<file path="src/rtl/xor_hash_seq_if.sv">
// Handshake bundle for the multi-cycle cache-line XOR hash.
// The producer/consumer side is the master; the hash block is the slave.
interface xor_hash_seq_if #(
    parameter int LARGURA_LINHA = 512,
    parameter int LARGURA_HASH  = 8
);
    logic                     entrada_valida;
    logic                     entrada_pronta;
    logic [LARGURA_LINHA-1:0] linha_cache;
    logic                     modo;
    logic                     saida_valida;
    logic                     saida_pronta;
    logic [LARGURA_HASH-1:0]  saida;

    modport master (
        output entrada_valida,
        output linha_cache,
        output modo,
        output saida_pronta,
        input  entrada_pronta,
        input  saida_valida,
        input  saida
    );

    modport slave (
        input  entrada_valida,
        input  linha_cache,
        input  modo,
        input  saida_pronta,
        output entrada_pronta,
        output saida_valida,
        output saida
    );
endinterface

</file>
<file path="src/rtl/xor_hash_seq.sv">
// Multi-cycle XOR / rotate-XOR fold of a cache line into a set index.
// Folds BLOCOS_POR_CICLO blocks per clock, most significant block first.
module xor_hash_seq #(
    parameter int LARGURA_LINHA    = 512,
    parameter int LARGURA_HASH     = 8,
    parameter int BLOCOS_POR_CICLO = 8
) (
    input  logic          clk,
    input  logic          rst,
    xor_hash_seq_if.slave bus
);
    localparam int H     = LARGURA_HASH;
    localparam int B     = BLOCOS_POR_CICLO;
    localparam int L     = LARGURA_LINHA;
    localparam int NB    = L / H;
    localparam int NC    = NB / B;
    localparam int CW    = (NC > 1) ? $clog2(NC) : 1;
    localparam int PASSO = B * H;

    if ((L % (H * B)) != 0) begin : g_erro_divisao
        $error("LARGURA_LINHA must be divisible by LARGURA_HASH*BLOCOS_POR_CICLO");
    end
    if (H < 2) begin : g_erro_hash
        $error("LARGURA_HASH must be at least 2");
    end

    typedef enum logic [1:0] {
        OCIOSO,
        CALC,
        PRONTO
    } estado_t;

    estado_t        estado;
    estado_t        estado_nxt;
    logic [L-1:0]   linha_r;
    logic           modo_r;
    logic [H-1:0]   acc;
    logic [H-1:0]   acc_nxt;
    logic [H-1:0]   blk;
    logic [CW-1:0]  cnt;
    logic [H-1:0]   saida_r;
    logic           ultimo;

    assign ultimo = (cnt == CW'(NC - 1));

    // State register.
    always_ff @(posedge clk) begin
        if (rst) begin
            estado <= OCIOSO;
        end else begin
            estado <= estado_nxt;
        end
    end

    // Next-state decode: accept, count through the line, wait for consumer.
    always_comb begin
        estado_nxt = estado;
        unique case (estado)
            OCIOSO: if (bus.entrada_valida) estado_nxt = CALC;
            CALC:   if (ultimo) estado_nxt = PRONTO;
            PRONTO: if (bus.saida_pronta) estado_nxt = OCIOSO;
            default: estado_nxt = OCIOSO;
        endcase
    end

    // Handshake outputs follow the state directly.
    always_comb begin
        bus.entrada_pronta = 1'b0;
        bus.saida_valida   = 1'b0;
        unique case (estado)
            OCIOSO:  bus.entrada_pronta = 1'b1;
            PRONTO:  bus.saida_valida   = 1'b1;
            default: ;
        endcase
    end

    assign bus.saida = saida_r;

    // Fold the B blocks at the top of the shifted line register into acc.
    always_comb begin
        acc_nxt = acc;
        blk     = '0;
        for (int j = 0; j < B; j++) begin
            blk = linha_r[L-1-j*H -: H];
            if (modo_r) begin
                acc_nxt = {acc_nxt[H-2:0], acc_nxt[H-1]} ^ blk;
            end else begin
                acc_nxt = acc_nxt ^ blk;
            end
        end
    end

    // Datapath: latch the line on accept, shift consumed blocks out, publish.
    always_ff @(posedge clk) begin
        if (rst) begin
            linha_r <= '0;
            modo_r  <= 1'b0;
            acc     <= '0;
            cnt     <= '0;
            saida_r <= '0;
        end else begin
            unique case (estado)
                OCIOSO: begin
                    if (bus.entrada_valida) begin
                        linha_r <= bus.linha_cache;
                        modo_r  <= bus.modo;
                        acc     <= '0;
                        cnt     <= '0;
                    end
                end
                CALC: begin
                    acc     <= acc_nxt;
                    linha_r <= linha_r << PASSO;
                    cnt     <= cnt + CW'(1);
                    if (ultimo) saida_r <= acc_nxt;
                end
                default: ;
            endcase
        end
    end
endmodule

</file>
<file path="src/flat_wrapper.sv">
// flat-port wrapper written by rule: the top's interface ports become plain ports
module xor_hash_seq_flat 
#(
    parameter int LARGURA_LINHA    = 512,
    parameter int LARGURA_HASH     = 8,
    parameter int BLOCOS_POR_CICLO = 8
)
  (clk, rst, bus_entrada_valida, bus_linha_cache, bus_modo, bus_saida_pronta, bus_entrada_pronta, bus_saida_valida, bus_saida);
  xor_hash_seq_if #(.LARGURA_LINHA(LARGURA_LINHA), .LARGURA_HASH(LARGURA_HASH)) bus_i ();
  input  logic clk;
  input  logic rst;
  input wire logic [$bits(bus_i.entrada_valida)-1:0] bus_entrada_valida;
  input wire logic [$bits(bus_i.linha_cache)-1:0] bus_linha_cache;
  input wire logic [$bits(bus_i.modo)-1:0] bus_modo;
  input wire logic [$bits(bus_i.saida_pronta)-1:0] bus_saida_pronta;
  output wire logic [$bits(bus_i.entrada_pronta)-1:0] bus_entrada_pronta;
  output wire logic [$bits(bus_i.saida_valida)-1:0] bus_saida_valida;
  output wire logic [$bits(bus_i.saida)-1:0] bus_saida;
  assign bus_i.entrada_valida = bus_entrada_valida;
  assign bus_i.linha_cache = bus_linha_cache;
  assign bus_i.modo = bus_modo;
  assign bus_i.saida_pronta = bus_saida_pronta;
  assign bus_entrada_pronta = bus_i.entrada_pronta;
  assign bus_saida_valida = bus_i.saida_valida;
  assign bus_saida = bus_i.saida;
  xor_hash_seq #(.LARGURA_LINHA(LARGURA_LINHA), .LARGURA_HASH(LARGURA_HASH), .BLOCOS_POR_CICLO(BLOCOS_POR_CICLO)) u_core (.clk(clk), .rst(rst), .bus(bus_i));
endmodule
</file>
<file path="config.mk">
export PLATFORM = sky130hd
export DESIGN_NAME = xor_hash_seq_flat
export DESIGN_NICKNAME = d
export VERILOG_FILES = /design/src/rtl/xor_hash_seq_if.sv /design/src/rtl/xor_hash_seq.sv /design/src/flat_wrapper.sv
export SDC_FILE = /design/constraint.sdc
export NUM_CORES = 1
export LEC_CHECK = 0
export ABC_AREA = 1
export ABC_CLOCK_PERIOD_IN_PS = 3600
export CAP_MARGIN = 0
export CELL_PAD_IN_SITES_DETAIL_PLACEMENT = 0
export CELL_PAD_IN_SITES_GLOBAL_PLACEMENT = 1
export CORE_MARGIN = 2
export CORE_UTILIZATION = 41
export CTS_BUF_LIST = sky130_fd_sc_hd__clkbuf_4 sky130_fd_sc_hd__clkbuf_8
export DETAILED_ROUTE_END_ITERATION = 12
export PLACE_DENSITY_LB_ADDON = 0.1
export RECOVER_POWER = 25
export SLEW_MARGIN = 20
export SYNTH_ARGS = -nofsm -noshare
export SYNTH_HDL_FRONTEND = slang
export SYNTH_SLANG_ARGS = --single-unit
export TNS_END_PERCENT = 30
</file>
<file path="constraint.sdc">
create_clock -name clk -period 3.6 [get_ports clk]
set_input_delay 0.72 -clock clk [delete_from_list [all_inputs] [get_ports clk]]
set_output_delay 0.72 -clock clk [all_outputs]
set_load 0.01 [all_outputs]
</file>
### Yosys cells after proc, flatten, opt, wreduce, memory -nomap -nowiden

Cells that the tools add are included.

| storage, ports and cells | value |
|---|---|
| bits of input ports | 517 |
| output and inout port bits | 10 |
| bits in registers | 534 |
| word-level logic and storage cells | 55 |

| cells by class | value |
|---|---|
| bitwise gates (word level) | 16 |
| equality and inequality tests | 6 |
| reductions and logical operators | 6 |
| add/subtract/negate cells | 1 |
| muxes and demuxes | 20 |

Operators by type and width:

| cell | count |
|---|---|
| $pmux 512 s2 | 1 |
| $mux 512 | 1 |
| $xor 8x8->8 | 16 |
| $mux 8 | 9 |
| $pmux 8 s2 | 1 |
| $mux 2 | 3 |
| $pmux 2 s3 | 1 |
| $pmux 3 s2 | 1 |
| $reduce_and 2->1 | 3 |
| $ne 2x2->1 const B | 2 |
| $add 3x1->3 const B | 1 |
| $eq 3x3->1 const B | 1 |
| $mux 3 | 1 |
| $reduce_and 3->1 | 1 |
| $eq 2x1->1 const B | 1 |
| $eq 2x2->1 const B | 1 |
| $logic_not 2->1 | 1 |
| $mux 1 | 2 |
| $ne 2x1->1 const B | 1 |
| $reduce_bool 2->1 | 1 |

### Longest topological paths before layout

Gate-level depths: netlist of run 1.

| logic depth | value |
|---|---|
| depth after elaboration | 17 |
| depth in mapped cells | 32 |

### Least setup slack after synthesis of run 1

Ideal clock, no wire load.

| timing path | value |
|---|---|
| path type | register to register |
| start point | reg u_core.modo_r |
| end point | reg u_core.saida_r[7] (netlist: u_core.bus.saida[7]) |
| setup slack | 1.170 ns |
| arrival time | 2.317 ns |
| stages on the path, launching flop included | 28 |
| period minus slack after synthesis | 2.430 ns |
| data required time | 3.486 ns |
| setup time | 0.114 ns |
| cells stage by stage | dfxtp_1 -> buf_6 -> buf_12 -> nand2_1 -> nand3_1 -> nand3_1 -> nand3_2 -> nand2_1 -> nand2_1 -> nand3_1 -> nand3_1 -> nand2_1 -> nand2_1 -> nand2_1 -> nand2_2 -> nand2_1 -> nand2_2 -> nand3_2 -> nand2_1 -> nand2_1 -> nand3_1 -> nand3_1 -> nand2_1 -> nand2_1 -> nand3_1 -> nand2_1 -> o21bai_1 -> inv_1 |

| between the ends | value |
|---|---|
| cells in the longest elaborated chain, start to end | 15 |
| elaborated cells on any way between the ends | 22 |
| classes of those cells | 8 x mux; 14 x bitwise |

RTL lines:

| element | RTL line | RTL |
|---|---|---|
| start, declared | xor_hash_seq.sv:36 | `logic modo_r;` |
| start signal, assigned | xor_hash_seq.sv:106 | `modo_r <= bus.modo;` |
| $mux 8 | xor_hash_seq.sv:85 | `if (modo_r) begin` |
| $xor 8x8->8, on equally long branches | xor_hash_seq.sv:88, xor_hash_seq.sv:86 |  |
| $mux 8 | xor_hash_seq.sv:85 |  |
| $xor 8x8->8, on equally long branches | xor_hash_seq.sv:88, xor_hash_seq.sv:86 |  |
| $mux 8 | xor_hash_seq.sv:85 |  |
| $xor 8x8->8, on equally long branches | xor_hash_seq.sv:88, xor_hash_seq.sv:86 |  |
| $mux 8 | xor_hash_seq.sv:85 |  |
| $xor 8x8->8, on equally long branches | xor_hash_seq.sv:88, xor_hash_seq.sv:86 |  |
| $mux 8 | xor_hash_seq.sv:85 |  |
| $xor 8x8->8, on equally long branches | xor_hash_seq.sv:88, xor_hash_seq.sv:86 |  |
| $mux 8 | xor_hash_seq.sv:85 |  |
| $xor 8x8->8, on equally long branches | xor_hash_seq.sv:88, xor_hash_seq.sv:86 |  |
| $mux 8 | xor_hash_seq.sv:85 |  |
| $xor 8x8->8, on equally long branches | xor_hash_seq.sv:88, xor_hash_seq.sv:86 |  |
| $mux 8 * | xor_hash_seq.sv:85 |  |
| end signal, assigned | xor_hash_seq.sv:115 | `if (ultimo) saida_r <= acc_nxt;` |
| end, declared | xor_hash_seq.sv:41 | `logic [H-1:0] saida_r;` |

Every way passes the cells marked *; elsewhere a longest branch is shown, timed or not.
A chain may end at the register's enable or synchronous reset.

### Worst setup path in the final report of run 1

| timing path | value |
|---|---|
| start point | reg u_core.estado[0] |
| end point | reg u_core.linha_r[484] |

| between the ends | value |
|---|---|
| cells in the longest elaborated chain, start to end | 3 |
| elaborated cells on any way between the ends | 6 |
| classes of those cells | 2 x eq/ne; 1 x mux; 3 x reduce/logical |

RTL lines:

| element | RTL line | RTL |
|---|---|---|
| start, declared | xor_hash_seq.sv:33 | `estado_t estado;` |
| start signal, assigned | xor_hash_seq.sv:51 | `estado <= estado_nxt;` |
| $eq 2x1->1 / $logic_not 2->1 (equally long branches) | xor_hash_seq.sv:102 | `unique case (estado)` |
| $reduce_bool 2->1 (no line) / $ne 2x2->1 (equally long branches) | - |  |
| $reduce_and 2->1 (no line) | - |  |
| end signal, assigned | xor_hash_seq.sv:105 | `linha_r <= bus.linha_cache;` |
| end signal, assigned | xor_hash_seq.sv:113 | `linha_r <= linha_r << PASSO;` |
| end, declared | xor_hash_seq.sv:35 | `logic [L-1:0] linha_r;` |

Parallel ways exist; a longest one is shown, timed or not.

==> impl_metrics.csv, run 1 <==
group,metric,value,unit
sta,setup_ws,394,ps
synth,synth_area,25200,um2
route,drtPass1Iterations,5,
cts,cts_tree,"done",
synth,syn-num-nets,3874,
floorplan,pin_count,527,
floorplan,rows,90,
route,drc_errors,0,
sta,maxSlewViolCount,65,
synth,yosys.area_share.xor_xnor,0,%
synth,postSynthAreaPerCell,7.51,um2
synth,yosys.area_share.simple,16.2,%
sta,period_needed,3210,ps
grt,grt_max_degree,141,
synth,ys_seq_area_share,42.4,%
floorplan,die_w,252,um
grt,grt_pass1_wl,134000,um
cts,cts.sinks,534,
synth,synth-compound-area-share,28.7,%
cts,clk_latency,700,ps
floorplan,dieArea,63500,um2
route,ant_nets,0,
floorplan,die_h,252,um
place,dpl_cell_area,31000,um2
synth,synth.ff_latch_count,534,
grt,grt_pass1_vias,23500,
sta,hold_violations,0,
grt,antenna_found_initial,29,
floorplan,initial_core_util,41.6,%
flow_run,drv_cap,1,
critical_path,reg2reg_to,"u_core.linha_r[484]$_SDFFE_PP0P_",
critical_path,rrSetupSlack,390,ps
critical_path,max_stage_delay,490,ps
sta,relSlewSlack,-1.70,%
cells_and_area,area.growth.synth_to_final,31.2,%
critical_path,end_kind,"flip-flop",
synth,yosysWarnings,0,
sta,period_share,89.0,%
critical_path,cp_top_family,"buffers and inverters",
sta,setup_viol,0,
cts,numCtsBuffers,96,
cells_and_area,stdcell_area,33100,um2
sta,fin_setup_tns,0,ps
synth,synth_top_family_by_area,"compound AO/OA/AOI/OAI gates",
min_path,worstHoldStart,"u_core.linha_r[20]$_SDFFE_PP0P_",
synth,synthCells,3355,
status,violations,"max-capacitance violations, max-slew violations",
route,wl_per_cell,19.2,um
route,drt_iter0_drc,1536,
critical_path,reg2regPathDepth,8,
critical_path,path_max_fanout,140,
place,io_buffers,526,
critical_path,crit_chain,"inv_1 -> nor2_1 -> buf_12 -> nor2_1 -> buf_12 -> clkbuf_4 -> a211oi_1 -> a211oi_1",
cts,max-clock-path-buffers,3,
cts,clockRootBuffer,"clkbuf_8",
critical_path,crit_arrival,3750,ps
min_path,holdPathStages,2,
cells_and_area,final_nets,4259,
sta,fmax,312,MHz
critical_path,worstSetupStartpointType,"flip-flop",
critical_path,worst-setup-path-type,"flip-flop to flip-flop",
cells_and_area,drive_gt1_share,6.50,%
synth,yosys.area_share.adder,0.0993,%
sta,worst_pin_slew,1530,ps
floorplan,coreArea,60600,um2
min_path,whs_endpoint,"u_core.linha_r[20]$_SDFFE_PP0P_",
route,viasPerCell,5.27,
critical_path,crit_buf_inv,4,
status,status,"finished with violations",
synth,synth.distinct_cells,21,
route,routed_wirelength,88600,um
power,total_leakage_power,12.6,nW
cts,clk_pin_slew,60,ps
grt,overflow,0,
cts,htreeDepth,3,
grt,grt_util_all_layers,26.9,%
sta,fin_skew,28.7,ps
cts,holdBufCountCts,0,
power,peakVddDrop,344,uV
place,place.gp.congestion,0.880,
critical_path,worstPathRequired,4150,ps
place,place_ws,367,ps
synth,synth.area.mux_share,0,%
route,vias,24300,
critical_path,r2r_start,"u_core.estado[0]$_SDFFE_PP0P_",
power,p_per_area,499,nW/um2
min_path,hp-class,"flip-flop to flip-flop",
sta,rsz0062_at_grt,"no",
critical_path,slowest_stage,"a211oi_1",
place,dpl.hpwl,63600,um
-- layer usage --
layer,vias up,wire (um),part of all wire [%],track usage [%]
li1,12300,-,-,-
met1,11300,37500,42,33.1
met2,553,43300,49,46.4
met3,161,5210,5.9,6.83
met4,30,2340,2.6,8.06
met5,-,205,0.23,0
-- worst max path at each step --
stage	from	endpoint	slack, ps	cells after the start
3_3_place_gp	u_core.modo_r$_SDFFE_PP0P_	u_core.bus.saida[6]$_SDFFE_PP0P_	470	26
6_report	u_core.estado[0]$_SDFFE_PP0P_	u_core.linha_r[484]$_SDFFE_PP0P_	390	8
4_1_cts	u_core.modo_r$_SDFFE_PP0P_	u_core.bus.saida[6]$_SDFFE_PP0P_	360	26
2_1_floorplan	u_core.modo_r$_SDFFE_PP0P_	u_core.bus.saida[7]$_SDFFE_PP0P_	1170	27
3_5_place_dp	u_core.modo_r$_SDFFE_PP0P_	u_core.bus.saida[6]$_SDFFE_PP0P_	370	26
5_1_grt	u_core.modo_r$_SDFFE_PP0P_	u_core.bus.saida[6]$_SDFFE_PP0P_	60	28
-- stage by stage --
step / util [%] / hold slack [ps] / power (mW) / std cells
after detailed placement: 51.1 / 452 / 10.5 / 4423
after global placement: 51.1 / 450 / 10.4 / 4423
after floorplan: - / 441 / 9.12 / 3355
after global routing: 54.6 / 472 / 17.4 / 4605
after CTS: 54.5 / 461 / 16.6 / 4594
final: 54.6 / 462 / 16.5 / 4608
-- cells in the final DEF (no fill, tap or decap), types with 2 or more instances in the layout --
cell	Yosys	final
nand3_2	10	10
nor2_1	455	455
diode_2	0	13
nand3_1	188	188
clkbuf_8	0	125
buf_12	1	20
inv_8	0	3
dfxtp_1	534	533
clkdlybuf4s50_1	0	525
nand2_1	337	337
inv_1	536	535
clkbuf_2	0	3
clkbuf_4	0	31
o21ai_0	8	8
clkbuf_1	252	2
a21oi_2	2	2
clkinv_2	0	9
ha_1	2	2
o21bai_1	7	7
nand2_2	11	11
buf_4	6	24
a211oi_1	896	896
a21oi_1	76	76
clkinvlp_4	0	2
-- power breakdown --
| part | internal, mW | switching, mW | leakage, nW | total, mW |
|---|---|---|---|---|
| Clock | 3.49 | 2.63 | 1.11 | 6.12 |
| Sequential | 6.52 | 0.212 | 4.43 | 6.73 |
| Combinational | 1.49 | 2.15 | 7.04 | 3.65 |
-- synth_stat cells, drive strengths merged --
master | n | share of area, %
nand3 | 198 | 4.1
clkbuf | 252 | 3.8
a21oi | 78 | 1.6
o21a | 1 | 0.030
buf | 39 | 0.85
a211oi | 896 | 27
o21ai | 8 | 0.16
nor2 | 455 | 6.8
clkinv | 1 | 0.015
dfxtp | 534 | 42
nand2 | 348 | 5.3
ha | 2 | 0.099
inv | 536 | 8.0
o21bai | 7 | 0.21
-- cells by family (layout without fill, tap and decap cells) --
logic type | after synthesis | after routing
compound gates | 990 | 990
buf+inv | 828 | 1286
flops | 534 | 534
simple gates | 1001 | 1001
other cells | 0 | 13
fa+ha+maj | 2 | 2
-- sequential cells by signal, summed over array words and instances, names as in the netlist --
register / flops
u_core.linha_r: 512
u_core.modo_r: 1
u_core.cnt: 3
u_core.acc: 8
u_core.estado: 2
u_core.bus.saida: 8
-- repair_timing --
item / 4_1_cts / 5_1_grt
hold endpoints to repair: 0 / 0
setup endpoints to repair: 0 / 9
setup buffers: 0 / 0
gates resized for setup: 0 / 3
-- area by class of cell --
| cell class | count | area, um2 |
|---|---|---|
| fillers | 6004 | 27500 |
| repair buffers | 578 | 5930 |
| clock inverters | 16 | 130 |
| flip-flops and latches | 534 | 10700 |
| diodes | 13 | 32.5 |
| multi-input cells | 1993 | 11300 |
| clock buffers | 155 | 1950 |
| inverters | 537 | 2030 |
| well taps | 782 | 978 |
-- worst register-to-register path: stages, from the launching register on --
cell	delay, ps
dfxtp_1	380
inv_1	60
nor2_1	400
buf_12	460
nor2_1	420
buf_12	280
clkbuf_4	450
a211oi_1	510
a211oi_1	90
No activity file was read; power rests on OpenSTA's default activity.
==> run 2, diff against run 1 <==
--- a/config.mk
+++ b/config.mk
@@ -6,7 +6,7 @@
 export NUM_CORES = 1
 export LEC_CHECK = 0
 export ABC_AREA = 1
-export ABC_CLOCK_PERIOD_IN_PS = 3600
+export ABC_CLOCK_PERIOD_IN_PS = 4150
 export CAP_MARGIN = 0
 export CELL_PAD_IN_SITES_DETAIL_PLACEMENT = 0
 export CELL_PAD_IN_SITES_GLOBAL_PLACEMENT = 1
==> constraint.sdc (replaced) <==
create_clock -name clk -period 4.15 [get_ports clk]
set_input_delay 0.83 -clock clk [delete_from_list [all_inputs] [get_ports clk]]
set_output_delay 0.83 -clock clk [all_outputs]
set_load 0.01 [all_outputs]
==> run 2 against run 1 <==
The run still ends with max-capacitance violations, max-slew violations left. Non-clock buffer count down 12. Highest routed layer unchanged. Critical endpoint is now u_core.linha_r[96]$_SDFFE_PP0P_. Global-route usage down 0.32 points. Clock power down 13%. Die area unchanged. Total power down 14%. First-iteration DRC count down 13%. Combinational power down 15%.
==> impl_metrics.csv, run 2 (synthesized netlist as in run 1, its figures left out) <==
group,metric,value,unit
grt,antenna_found_initial,30,
grt,grt_pass1_wl,132000,um
route,vias,24100,
sta,relSlewSlack,-78.8,%
cts,clk_latency,710,ps
cts,max-clock-path-buffers,3,
route,drtPass1Iterations,5,
floorplan,rows,90,
sta,period_share,87.9,%
cts,post_cts_buffers,0,
power,peakVddDrop,221,uV
status,violations,"max-capacitance violations, max-slew violations",
cells_and_area,fillers,5988,
power,total_leakage_power,12.5,nW
route,ant_nets,0,
cts,numCtsBuffers,97,
critical_path,worstPathRequired,4740,ps
sta,fin_skew,26.7,ps
cts,clk_pin_slew,60,ps
sta,setup_viol,0,
critical_path,worst-setup-path-type,"input pin to flip-flop",
floorplan,die_h,252,um
min_path,hp-class,"flip-flop to flip-flop",
cts,cts_resized,0,
critical_path,worstSetupStartpointType,"input pin",
critical_path,crit_arrival,4240,ps
cells_and_area,final_nets,4248,
power,power,14.3,mW
grt,overflow,0,
floorplan,coreArea,60600,um2
sta,maxSlewViolCount,307,
sta,setup_ws,501,ps
grt,grt_max_degree,155,
floorplan,pin_count,527,
power,p_per_area,434,nW/um2
grt,grt_util_all_layers,26.6,%
cts,htreeDepth,3,
route,viasPerCell,5.24,
floorplan,die_w,252,um
sta,fmax,274,MHz
cts,cts.sinks,534,
grt,grt_pass1_vias,23400,
sta,fin_setup_tns,0,ps
sta,period_needed,3650,ps
critical_path,end_kind,"flip-flop",
status,status,"finished with violations",
route,drt_iter0_drc,1331,
place,dpl.hpwl,63500,um
cts,clockRootBuffer,"clkbuf_8",
sta,worst_pin_slew,2680,ps
critical_path,rrSetupSlack,580,ps
sta,rsz0062_at_grt,"no",
floorplan,initial_core_util,41.6,%
cells_and_area,drive_gt1_share,6.16,%
cts,cts_tree,"done",
floorplan,dieArea,63500,um2
place,io_buffers,526,
sta,hold_violations,0,
cells_and_area,fin_cells,4596,
place,place.gp.congestion,0.881,
cells_and_area,largest-register,"u_core.linha_r",
cells_and_area,final_cell_mix,"896 x a211oi_1, 535 x inv_1, 533 x dfxtp_1",
route,routed_wirelength,88000,um
cells_and_area,layout_commonest_cell,"a211oi_1",
place,placedCellCount,4412,
route,drc_errors,0,
route,wl_per_cell,19.1,um
cts,holdBufCountCts,0,
cells_and_area,largest_reg_flops,512,
critical_path,path_max_fanout,138,
place,place_ws,826,ps
cells_and_area,area.growth.synth_to_final,30.5,%
flow_run,drv_cap,3,
run 2: changes by cell type in the layout (fill, tap and decap cells not counted), moves of 2 or more:
cell	delta
buf_12	-5
buf_4	-9
clkbuf_4	+2
clkbuf_8	+5
clkinv_2	-5
diode_2	+2
run 2: final timing paths:
check                                  startpoint                               to  cells past startpoint
setup reg to reg    u_core.estado[1]$_SDFFE_PP0P_  u_core.linha_r[96]$_SDFFE_PP0P_                      8
hold / removal    u_core.linha_r[31]$_SDFFE_PP0P_  u_core.linha_r[31]$_SDFFE_PP0P_                      2
hold reg to reg   u_core.linha_r[31]$_SDFFE_PP0P_  u_core.linha_r[31]$_SDFFE_PP0P_                      2
setup / recovery               bus_entrada_valida  u_core.linha_r[96]$_SDFFE_PP0P_                      8
run 2: layout make-up:
| class | count | area, um2 | share of cell area [%] |
|---|---|---|---|
| Multi-Input combinational cell | 1993 | 11300 | 34.5 |
| Sequential cell | 534 | 10700 | 32.5 |
| Timing Repair Buffer | 566 | 5730 | 17.4 |
| Inverter | 537 | 2020 | 6.15 |
| Clock buffer | 161 | 2020 | 6.15 |
| Tap cell | 782 | 978 | 2.97 |
| Clock inverter | 8 | 63.8 | 0.194 |
| Antenna cell | 15 | 37.5 | 0.114 |
run 2: stage by stage:
step,area [um2],hold WS (ps),utilization [%]
3_5_place_dp,30900,452,51.0
3_3_place_gp,30900,450,51.0
4_1_cts,33000,462,54.4
6_report,32900,460,54.3
2_1_floorplan,25200,441,-
5_1_grt,32900,476,54.3
run 2: routing by layer:
layer  global-route usage (%)  part of all wire [%]
met1                     31.8                    42
met2                     46.2                    49
met3                     7.19                   6.0
met4                     8.77                   2.8
met5                        0                  0.26
run 2: where the power goes:
group | internal, mW | switching (mW) | total (mW)
combinational | 1.27 | 1.85 | 3.12
sequential | 5.66 | 0.180 | 5.84
clock | 3.05 | 2.25 | 5.30
run 2: critical path, stage by stage:
cell and delay [ps]:
clkdlybuf4s50_1 410, nand2_1 150, inv_1 70, nor2_1 590
clkbuf_4 1230, buf_4 500, a211oi_1 110, a211oi_1 270
